`src/rtl/ddr3_test_pkg.sv`:
```
// Shared types and constants for the DDR3 memory tester.
// DDR3_TEST_LFSR_EN selects the LFSR data pattern; these definitions are
// harmless when it is undefined.
package ddr3_test_pkg;

  typedef enum logic [2:0] {
    ST_IDLE,
    ST_WAIT_CAL,
    ST_WRITE,
    ST_READ,
    ST_DRAIN,
    ST_DONE,
    ST_CAL_ERR
  } state_e;

  // Galois form of x^32+x^22+x^2+x+1, right-shifting
  localparam logic [31:0] LFSR_POLY = 32'h8020_0003;
  localparam logic [31:0] LFSR_SEED = 32'hACE1_0001;

  // Width needed to hold 0..max_outst
  function automatic int unsigned outst_w(input int unsigned max_outst);
    return $clog2(max_outst + 1);
  endfunction

  function automatic logic [31:0] lfsr_next(input logic [31:0] s);
    return (s >> 1) ^ (s[0] ? LFSR_POLY : 32'h0);
  endfunction

endpackage

```
`src/rtl/ddr3_mem_tester_if.sv`:
```
// Avalon-MM master bus between the tester and the memory controller.
interface ddr3_mem_tester_if #(
  parameter int unsigned ADDR_W = 24,
  parameter int unsigned DATA_W = 64
) ();

  logic [ADDR_W-1:0]   avm_address;
  logic                avm_write;
  logic                avm_read;
  logic [DATA_W-1:0]   avm_writedata;
  logic [DATA_W/8-1:0] avm_byteenable;
  logic                avm_waitrequest;
  logic [DATA_W-1:0]   avm_readdata;
  logic                avm_readdatavalid;

  modport master (
    output avm_address, avm_write, avm_read, avm_writedata, avm_byteenable,
    input  avm_waitrequest, avm_readdata, avm_readdatavalid
  );

  modport slave (
    input  avm_address, avm_write, avm_read, avm_writedata, avm_byteenable,
    output avm_waitrequest, avm_readdata, avm_readdatavalid
  );

endinterface

```
`src/rtl/ddr3_pattern_gen.sv`:
```
// Test data pattern source. Even 32-bit lanes carry the base word, odd
// lanes its inverse. Base word is the word address by default, or a
// 32-bit Galois LFSR when DDR3_TEST_LFSR_EN is defined.
module ddr3_pattern_gen
  import ddr3_test_pkg::*;
#(
  parameter int unsigned ADDR_W = 24,
  parameter int unsigned DATA_W = 64
) (
  input  logic              clk,
  input  logic              rst_n,
  input  logic [ADDR_W-1:0] address_i,
  input  logic              advance_i,
  input  logic              reseed_i,
  output logic [DATA_W-1:0] pattern_o
);

  logic [31:0] word;

`ifdef DDR3_TEST_LFSR_EN
  logic [31:0] lfsr_q, lfsr_d;
  logic        unused_addr;

  // Reseed has priority over advance
  always_comb begin
    lfsr_d = lfsr_q;
    if (reseed_i)       lfsr_d = LFSR_SEED;
    else if (advance_i) lfsr_d = lfsr_next(lfsr_q);
  end

  // LFSR state register
  always_ff @(posedge clk or negedge rst_n) begin
    if (!rst_n) lfsr_q <= LFSR_SEED;
    else        lfsr_q <= lfsr_d;
  end

  assign word        = lfsr_q;
  assign unused_addr = &{1'b0, address_i};
`else
  logic unused_ctl;

  assign word       = 32'(address_i);
  assign unused_ctl = &{1'b0, clk, rst_n, advance_i, reseed_i};
`endif

  // Replicate base word across lanes, inverting odd lanes
  always_comb begin
    pattern_o = '0;
    for (int unsigned i = 0; i < DATA_W / 32; i++) begin
      pattern_o[i*32 +: 32] = i[0] ? ~word : word;
    end
  end

endmodule

```
`src/rtl/ddr3_mem_tester.sv`:
```
// DDR3 memory tester: waits for calibration, writes a pattern over
// 0..END_ADDR, reads it back with up to MAX_OUTST reads in flight and
// counts mismatches. Define DDR3_TEST_LFSR_EN for the LFSR pattern.
module ddr3_mem_tester
  import ddr3_test_pkg::*;
#(
  parameter int unsigned       ADDR_W    = 24,
  parameter int unsigned       DATA_W    = 64,
  parameter logic [ADDR_W-1:0] END_ADDR  = ADDR_W'(24'hFF_FFFF),
  parameter int unsigned       MAX_OUTST = 8
) (
  input  logic                 clk,
  input  logic                 reset_n,
  input  logic                 start,
  input  logic                 init_done,
  input  logic                 cal_success,
  input  logic                 cal_fail,
  ddr3_mem_tester_if.master    avm,
  output logic                 busy,
  output logic                 done,
  output logic                 pass,
  output logic                 fail,
  output logic [15:0]          err_count,
  output logic [ADDR_W-1:0]    first_err_addr
);

  localparam int unsigned     OW        = outst_w(MAX_OUTST);
  localparam logic [OW-1:0]   OUTST_MAX = OW'(MAX_OUTST);

  state_e            state_q, state_d;
  logic [ADDR_W-1:0] addr_q, addr_d;
  logic [ADDR_W-1:0] cmp_ptr_q, cmp_ptr_d;
  logic [OW-1:0]     outst_q, outst_d;
  logic [15:0]       err_q, err_d;
  logic [ADDR_W-1:0] ferr_q, ferr_d;
  logic              pass_q, pass_d, fail_q, fail_d, done_q, done_d;

  logic [DATA_W-1:0] wr_pat, cmp_pat;
  logic              rd_en, wr_acc, rd_iss, rd_ret, mism, run_start, enter_read;

  assign rd_en      = (state_q == ST_READ) && (outst_q < OUTST_MAX);
  assign wr_acc     = (state_q == ST_WRITE) && !avm.avm_waitrequest;
  assign rd_iss     = rd_en && !avm.avm_waitrequest;
  assign rd_ret     = avm.avm_readdatavalid && (state_q inside {ST_READ, ST_DRAIN});
  assign mism       = rd_ret && (avm.avm_readdata != cmp_pat);
  assign run_start  = start && (state_q inside {ST_IDLE, ST_DONE, ST_CAL_ERR});
  assign enter_read = wr_acc && (addr_q == END_ADDR);

  ddr3_pattern_gen #(.ADDR_W(ADDR_W), .DATA_W(DATA_W)) u_wr_pat (
    .clk       (clk),
    .rst_n     (reset_n),
    .address_i (addr_q),
    .advance_i (wr_acc),
    .reseed_i  (run_start),
    .pattern_o (wr_pat)
  );

  ddr3_pattern_gen #(.ADDR_W(ADDR_W), .DATA_W(DATA_W)) u_cmp_pat (
    .clk       (clk),
    .rst_n     (reset_n),
    .address_i (cmp_ptr_q),
    .advance_i (rd_ret),
    .reseed_i  (enter_read),
    .pattern_o (cmp_pat)
  );

  // Commands depend only on registered state, so they hold under waitrequest
  assign avm.avm_address    = addr_q;
  assign avm.avm_write      = (state_q == ST_WRITE);
  assign avm.avm_read       = rd_en;
  assign avm.avm_writedata  = (state_q == ST_WRITE) ? wr_pat : '0;
  assign avm.avm_byteenable = '1;

  assign busy           = state_q inside {ST_WAIT_CAL, ST_WRITE, ST_READ, ST_DRAIN};
  assign done           = done_q;
  assign pass           = pass_q;
  assign fail           = fail_q;
  assign err_count      = err_q;
  assign first_err_addr = ferr_q;

  // Next-state and datapath updates for the test sequencer
  always_comb begin
    state_d   = state_q;
    addr_d    = addr_q;
    cmp_ptr_d = cmp_ptr_q;
    outst_d   = outst_q;
    err_d     = err_q;
    ferr_d    = ferr_q;
    pass_d    = pass_q;
    fail_d    = fail_q;
    done_d    = done_q;

    unique case ({rd_iss, rd_ret})
      2'b10:   outst_d = outst_q + 1'b1;
      2'b01:   outst_d = outst_q - 1'b1;
      default: outst_d = outst_q;
    endcase

    // err_d is settled here so the DONE verdict below sees the final compare
    if (rd_ret) begin
      cmp_ptr_d = (cmp_ptr_q == END_ADDR) ? '0 : cmp_ptr_q + 1'b1;
      if (mism) begin
        if (err_q == 16'h0000) ferr_d = cmp_ptr_q;
        if (err_q != 16'hFFFF) err_d  = err_q + 1'b1;
      end
    end

    unique case (state_q)
      ST_IDLE, ST_DONE, ST_CAL_ERR: begin
        if (run_start) begin
          state_d   = ST_WAIT_CAL;
          addr_d    = '0;
          cmp_ptr_d = '0;
          err_d     = '0;
          ferr_d    = '0;
          pass_d    = 1'b0;
          fail_d    = 1'b0;
          done_d    = 1'b0;
        end
      end
      ST_WAIT_CAL: begin
        if (cal_fail) begin
          state_d = ST_CAL_ERR;
          done_d  = 1'b1;
          fail_d  = 1'b1;
          pass_d  = 1'b0;
        end else if (init_done && cal_success) begin
          state_d = ST_WRITE;
          addr_d  = '0;
        end
      end
      ST_WRITE: begin
        if (wr_acc) begin
          if (addr_q == END_ADDR) begin
            state_d = ST_READ;
            addr_d  = '0;
          end else begin
            addr_d = addr_q + 1'b1;
          end
        end
      end
      ST_READ: begin
        if (rd_iss) begin
          if (addr_q == END_ADDR) begin
            state_d = ST_DRAIN;
            addr_d  = '0;
          end else begin
            addr_d = addr_q + 1'b1;
          end
        end
      end
      ST_DRAIN: begin
        if (rd_ret && (cmp_ptr_q == END_ADDR)) begin
          state_d = ST_DONE;
          pass_d  = (err_d == 16'h0000);
          fail_d  = (err_d != 16'h0000);
          done_d  = 1'b1;
        end
      end
      default: state_d = ST_IDLE;
    endcase
  end

  // State and datapath registers
  always_ff @(posedge clk or negedge reset_n) begin
    if (!reset_n) begin
      state_q   <= ST_IDLE;
      addr_q    <= '0;
      cmp_ptr_q <= '0;
      outst_q   <= '0;
      err_q     <= '0;
      ferr_q    <= '0;
      pass_q    <= 1'b0;
      fail_q    <= 1'b0;
      done_q    <= 1'b0;
    end else begin
      state_q   <= state_d;
      addr_q    <= addr_d;
      cmp_ptr_q <= cmp_ptr_d;
      outst_q   <= outst_d;
      err_q     <= err_d;
      ferr_q    <= ferr_d;
      pass_q    <= pass_d;
      fail_q    <= fail_d;
      done_q    <= done_d;
    end
  end

endmodule

```
`src/flat_wrapper.sv`:
```
// flat-port wrapper written by rule: the top's interface ports become plain ports
module ddr3_mem_tester_flat import ddr3_test_pkg::*;
#(
  parameter int unsigned       ADDR_W    = 24,
  parameter int unsigned       DATA_W    = 64,
  parameter logic [ADDR_W-1:0] END_ADDR  = ADDR_W'(24'hFF_FFFF),
  parameter int unsigned       MAX_OUTST = 8
)
  (clk, reset_n, start, init_done, cal_success, cal_fail, busy, done, pass, fail, err_count, first_err_addr, avm_avm_address, avm_avm_write, avm_avm_read, avm_avm_writedata, avm_avm_byteenable, avm_avm_waitrequest, avm_avm_readdata, avm_avm_readdatavalid);
  ddr3_mem_tester_if #(.ADDR_W(ADDR_W), .DATA_W(DATA_W)) avm_i ();
  input  logic clk;
  input  logic reset_n;
  input  logic start;
  input  logic init_done;
  input  logic cal_success;
  input  logic cal_fail;
  output logic busy;
  output logic done;
  output logic pass;
  output logic fail;
  output logic [15:0] err_count;
  output logic [ADDR_W-1:0] first_err_addr;
  output wire logic [$bits(avm_i.avm_address)-1:0] avm_avm_address;
  output wire logic [$bits(avm_i.avm_write)-1:0] avm_avm_write;
  output wire logic [$bits(avm_i.avm_read)-1:0] avm_avm_read;
  output wire logic [$bits(avm_i.avm_writedata)-1:0] avm_avm_writedata;
  output wire logic [$bits(avm_i.avm_byteenable)-1:0] avm_avm_byteenable;
  input wire logic [$bits(avm_i.avm_waitrequest)-1:0] avm_avm_waitrequest;
  input wire logic [$bits(avm_i.avm_readdata)-1:0] avm_avm_readdata;
  input wire logic [$bits(avm_i.avm_readdatavalid)-1:0] avm_avm_readdatavalid;
  assign avm_avm_address = avm_i.avm_address;
  assign avm_avm_write = avm_i.avm_write;
  assign avm_avm_read = avm_i.avm_read;
  assign avm_avm_writedata = avm_i.avm_writedata;
  assign avm_avm_byteenable = avm_i.avm_byteenable;
  assign avm_i.avm_waitrequest = avm_avm_waitrequest;
  assign avm_i.avm_readdata = avm_avm_readdata;
  assign avm_i.avm_readdatavalid = avm_avm_readdatavalid;
  ddr3_mem_tester #(.ADDR_W(ADDR_W), .DATA_W(DATA_W), .END_ADDR(END_ADDR), .MAX_OUTST(MAX_OUTST)) u_core (.clk(clk), .reset_n(reset_n), .start(start), .init_done(init_done), .cal_success(cal_success), .cal_fail(cal_fail), .avm(avm_i), .busy(busy), .done(done), .pass(pass), .fail(fail), .err_count(err_count), .first_err_addr(first_err_addr));
endmodule
```
`config.mk`:
```
export PLATFORM = sky130hd
export DESIGN_NAME = ddr3_mem_tester_flat
export DESIGN_NICKNAME = d
export VERILOG_FILES = /design/src/rtl/ddr3_test_pkg.sv /design/src/rtl/ddr3_mem_tester_if.sv /design/src/rtl/ddr3_pattern_gen.sv /design/src/rtl/ddr3_mem_tester.sv /design/src/flat_wrapper.sv
export SDC_FILE = /design/constraint.sdc
export NUM_CORES = 1
export LEC_CHECK = 0
export BUFFER_PORTS_ARGS = -buffer_cell sky130_fd_sc_hd__clkbuf_2
export CORE_MARGIN = 3
export CORE_UTILIZATION = 40
export CTS_CLUSTER_SIZE = 24
export DETAILED_ROUTE_END_ITERATION = 10
export GPL_TIMING_DRIVEN = 0
export HOLD_SLACK_MARGIN = 0.02
export MAX_ROUTING_LAYER = met4
export PLACE_DENSITY = 0.72
export SETUP_SLACK_MARGIN = 0.4
export SYNTH_ARGS = -nofsm -noshare
export SYNTH_HDL_FRONTEND = slang
export SYNTH_SLANG_ARGS = --single-unit
```
`constraint.sdc`:
```
create_clock -name clk -period 3.13 [get_ports clk]
set_clock_uncertainty 0.05 [all_clocks]
set_input_delay 0.4695 -clock clk [delete_from_list [all_inputs] [get_ports clk]]
set_output_delay 0.4695 -clock clk [all_outputs]
set_load 0.1 [all_outputs]
```
==> flow_metrics.py <==
metrics = {
    "clock_tree": {
        "tritoncts": "yes",
        "clkSlewWorstSetupHoldPaths_ns": 0.08,
        "cts_num_sinks": 98,
        "insertion_delay_ns": 0.36,
        "cts-buffers-inserted": 9,
        "cts_htree_levels": 3,
        "cts-root-to-sink-buffers": 2,
        "clock_tree.root_cell": "sky130_fd_sc_hd__clkbuf_16",
        "post_cts_hold_buffer_count": 0,
    },
    "routing": {
        "drt-pass1-iter-count": 5,
        "drcViolationCount": 0,
        "post_route_ant_nets": 0,
        "route.met2.wl_mm": 9.56,
        "dr_total_vias": 6108,
        "met3RoutedLength_mm": 1.08,
        "first_iter_violations": 511,
        "highest_layer": "met4",
        "met1_length_mm": 8.49,
        "route.detailed.vias_per_inst": 5.17,
        "postRouteWirelength_mm": 19.5,
        "routed_wire_length_per_instance_um": 16.5,
    },
    "logic_synthesis": {
        "postSynthRegisterBits": 98,
        "yosysTopAreaCellShare_pct": 38.0,
        "synth.top_cells.by_area": "sky130_fd_sc_hd__dfrtp_1 (38%), sky130_fd_sc_hd__nor2_1 (6.8%), sky130_fd_sc_hd__xor2_1 (6.6%)",
        "synth_top_cell_by_area": "sky130_fd_sc_hd__dfrtp_1",
        "synth_enable_flop_cells": 0,
        "asyncSetResetFlopFracSynth_pct": 100,
        "yosys_synthesis_warning_count": 0,
        "ys_seq_area_share_pct": 38.0,
        "synth_top_flop_cell": "sky130_fd_sc_hd__dfrtp_1",
        "netlist_area_sq_um": 6450,
        "synth_area_per_inst_sq_um": 8.88,
        "synthDistinctLibCells": 70,
        "syn-instance-count": 727,
    },
    "timing": {
        "setup_viol": 0,
        "worstMarginPinSlew_ns": 0.634,
        "maxSlewViolCount": 0,
        "timing.fmax_ghz": 0.377,
        "finalCritPeriodShare_pct": 84.8,
        "finalWorstPathRequiredPeriod_ns": 2.65,
        "report.final.hold_viol_count": 0,
        "grt_setup_unrepaired": "true",
        "fin_ws_ns": 0.476,
        "worst_max_slew_margin_expressed_relative_to_the_limit_pct": 57.7,
    },
    "global_routing": {
        "global_route.usage.total_pct": 21.2,
        "antenna_found_initial": 0,
        "first_pass_grt_wire_length_mm": 29.5,
        "grt_pass1_vias": 5703,
        "global_route.overflow_total": 0,
        "largest_net_degree_at_the_start_of_global_routing": 59,
    },
    "worst_hold_path": {
        "min_path_type": "in2async",
    },
    "final_layout": {
        "num_antenna_cells": 0,
        "finalCoreUtilization_pct": 58.3,
        "finalNetCount": 1046,
        "final_layout_size_suffix_gt1_share_pct": 37.3,
        "syn2layout_area_growth_pct": 39.9,
    },
    "run": {
        "max_cap_violations": 0,
    },
    "worst_setup_path": {
        "required_ns": 3.33,
        "cpPeakStageDelay_ns": 0.41,
        "critPathArrivalTime_ns": 2.86,
        "worst_path_max_delay_cell": "sky130_fd_sc_hd__dfrtp_4",
        "cp_cell_sequence": "buf_4, and3_4, and3_4, and3_4, nand4_4, o41ai_4, buf_4, buf_4, nor3_1, and2_1, o22a_1",
        "kind_of_end_point_of_the_critical_path": "flip-flop",
        "path_max_fanout": 8,
        "critPathLaunchType": "flip-flop",
        "criticalPathCategory": "reg2reg",
    },
    "power": {
        "ir_worst_vdd_mv": 0.789,
        "clockPowerShare_pct": 16.4,
        "power_density_nw_per_um2": 835,
        "seqPwrFrac_pct": 20.1,
        "p_leak_nw": 4.48,
        "power.share.switching_pct": 54.2,
        "fin_total_pwr_w": 0.00754,
        "internal_power_w": 0.00345,
        "netSwitchingPower_w": 0.00409,
        "p_comb_share_pct": 63.5,
    },
    "die": {
        "initial_core_util_pct": 41.7,
        "coreArea_sq_um": 15500,
        "die_footprint_sq_um": 17700,
        "dieWidth_um": 133,
        "die_height_um": 133,
        "boundaryPins": 214,
        "core.rowCount": 45,
    },
    "placement": {
        "dp.final_hpwl_mm": 13.4,
        "post-place-ws_ns": 0.144,
        "buffer_ports.inserted": 197,
        "place.gp.congestion": 0.876,
    },
    "outcome": {
        "run_status": "completed",
    },
}
[layout make-up]
class,count,area [sq um]
buffer,68,479
clock buffer,11,243
clock inverter,5,85.1
fill,1337,6450
inverter,15,58.8
multi-input combinational,561,3750
sequential,98,2490
tap,211,264
timing repair buffer,213,1650
[through the flow]
stage,cell area [sq um],hold slack [ns],TNS (ns),instances
final,9030,0.104,0,1182
after global routing,9030,0.154,0,1182
after CTS,8740,0.131,0,1167
after detailed placement,7850,0.438,0,1150
after global placement,7820,0.424,-1.69,1149
after floorplan,6570,0.124,0,741
[final timing paths]
kind | from | end | slack (ns) | depth (start not counted)
setup / recovery | u_core.avm.avm_address[7] | u_core.avm.avm_address[12] | 0.48 | 11
hold reg to reg | u_core.outst_q[0] | u_core.outst_q[0] | 0.45 | 1
max in group asynchronous | reset_n | u_core.err_count[8] | 2.21 | 2
min in group clk | u_core.outst_q[0] | u_core.outst_q[0] | 0.45 | 1
setup reg to reg | u_core.avm.avm_address[7] | u_core.avm.avm_address[12] | 0.48 | 11
hold / removal | reset_n | u_core.avm.avm_address[20] | 0.10 | 1
[worst max-delay path, delay by kind of cell (launching register included)]
family                 cells  cell delay, ns
DFF                        1            0.41
buffers and inverters      3            0.48
and+or+nand+nor            6            1.04
AOI/OAI and AO/OA          2            0.55
[synth_stat cells (6+ instances only)]
cell type	number
sky130_fd_sc_hd__nand3b_1	7
sky130_fd_sc_hd__o21ai_1	11
sky130_fd_sc_hd__ha_1	7
sky130_fd_sc_hd__o21ai_0	22
sky130_fd_sc_hd__nor3_1	10
sky130_fd_sc_hd__nand3_1	21
sky130_fd_sc_hd__buf_6	6
sky130_fd_sc_hd__inv_1	13
sky130_fd_sc_hd__nor2_1	117
sky130_fd_sc_hd__dfrtp_1	98
sky130_fd_sc_hd__nand2_1	53
sky130_fd_sc_hd__or3_1	6
sky130_fd_sc_hd__nand2b_1	9
sky130_fd_sc_hd__buf_2	16
sky130_fd_sc_hd__xnor2_1	36
sky130_fd_sc_hd__a21oi_1	12
sky130_fd_sc_hd__xor2_1	49
sky130_fd_sc_hd__nand4_1	23
sky130_fd_sc_hd__mux2i_1	34
sky130_fd_sc_hd__buf_4	29
sky130_fd_sc_hd__and2_1	34
sky130_fd_sc_hd__clkbuf_1	15
sky130_fd_sc_hd__and3_1	11
[layout by cell type (no fill, tap or decap), types with 7 or more instances in the layout]
cell type	n
sky130_fd_sc_hd__nor2_1	115
sky130_fd_sc_hd__nand2_1	53
sky130_fd_sc_hd__and3_1	11
sky130_fd_sc_hd__nand2b_1	9
sky130_fd_sc_hd__clkbuf_4	8
sky130_fd_sc_hd__buf_6	9
sky130_fd_sc_hd__clkbuf_8	36
sky130_fd_sc_hd__nand3_1	20
sky130_fd_sc_hd__conb_1	16
sky130_fd_sc_hd__and2_2	8
sky130_fd_sc_hd__a21oi_1	12
sky130_fd_sc_hd__o21ai_0	21
sky130_fd_sc_hd__xnor2_1	34
sky130_fd_sc_hd__buf_4	43
sky130_fd_sc_hd__clkbuf_16	17
sky130_fd_sc_hd__dfrtp_2	13
sky130_fd_sc_hd__clkbuf_2	150
sky130_fd_sc_hd__dfrtp_4	7
sky130_fd_sc_hd__nand3b_1	7
sky130_fd_sc_hd__nand4_1	23
sky130_fd_sc_hd__inv_1	12
sky130_fd_sc_hd__nor3_1	7
sky130_fd_sc_hd__buf_2	17
sky130_fd_sc_hd__dfrtp_1	78
sky130_fd_sc_hd__and2_1	22
sky130_fd_sc_hd__o21ai_1	11
sky130_fd_sc_hd__mux2i_1	34
sky130_fd_sc_hd__xor2_1	49
[registers in the layout, summed over array words and instances, names as in the netlist]
name	flops
u_core.avm.avm_address	24
u_core.cmp_ptr_q	24
u_core.first_err_addr	24
u_core.err_count	16
u_core.outst_q	4
u_core.state_q	3
u_core.done	1
u_core.fail	1
u_core.pass	1
[power groups by stage]
stage	sequential, W	combinational (W)	clock (W)
4_1_cts	0.00151	0.00460	0.00125
3_3_place_gp	0.00153	0.00420	0
3_5_place_dp	0.00154	0.00422	0
2_1_floorplan	0.00187	0.00317	0
6_report	0.00152	0.00479	0.00124
5_1_grt	0.00154	0.00503	0.00130
[routing by layer]
| metal | up-vias | global-route usage (%) |
|---|---|---|
| met4 | 0 | 6.99 |
| met1 | 2945 | 26.9 |
| met3 | 35 | 3.27 |
| met5 | - | - |
| li1 | 2916 | - |
| met2 | 212 | 34.8 |
[cells by family after synthesis]
logic type      synth area share, %
flops                          38.0
other cells                   0.116
simple gates                   27.9
mux                            5.62
buf+inv                        7.52
fa+ha+maj                      1.67
xor+xnor                       11.5
compound gates                 7.68
[what timing repair did]
action	4_1_cts	5_1_grt
resized for setup	119	53
cloned	0	2
buffers inserted	1	13
setup endpoints to repair	90	106
pin swaps	0	10
No activity file was read; power rests on OpenSTA's default activity.
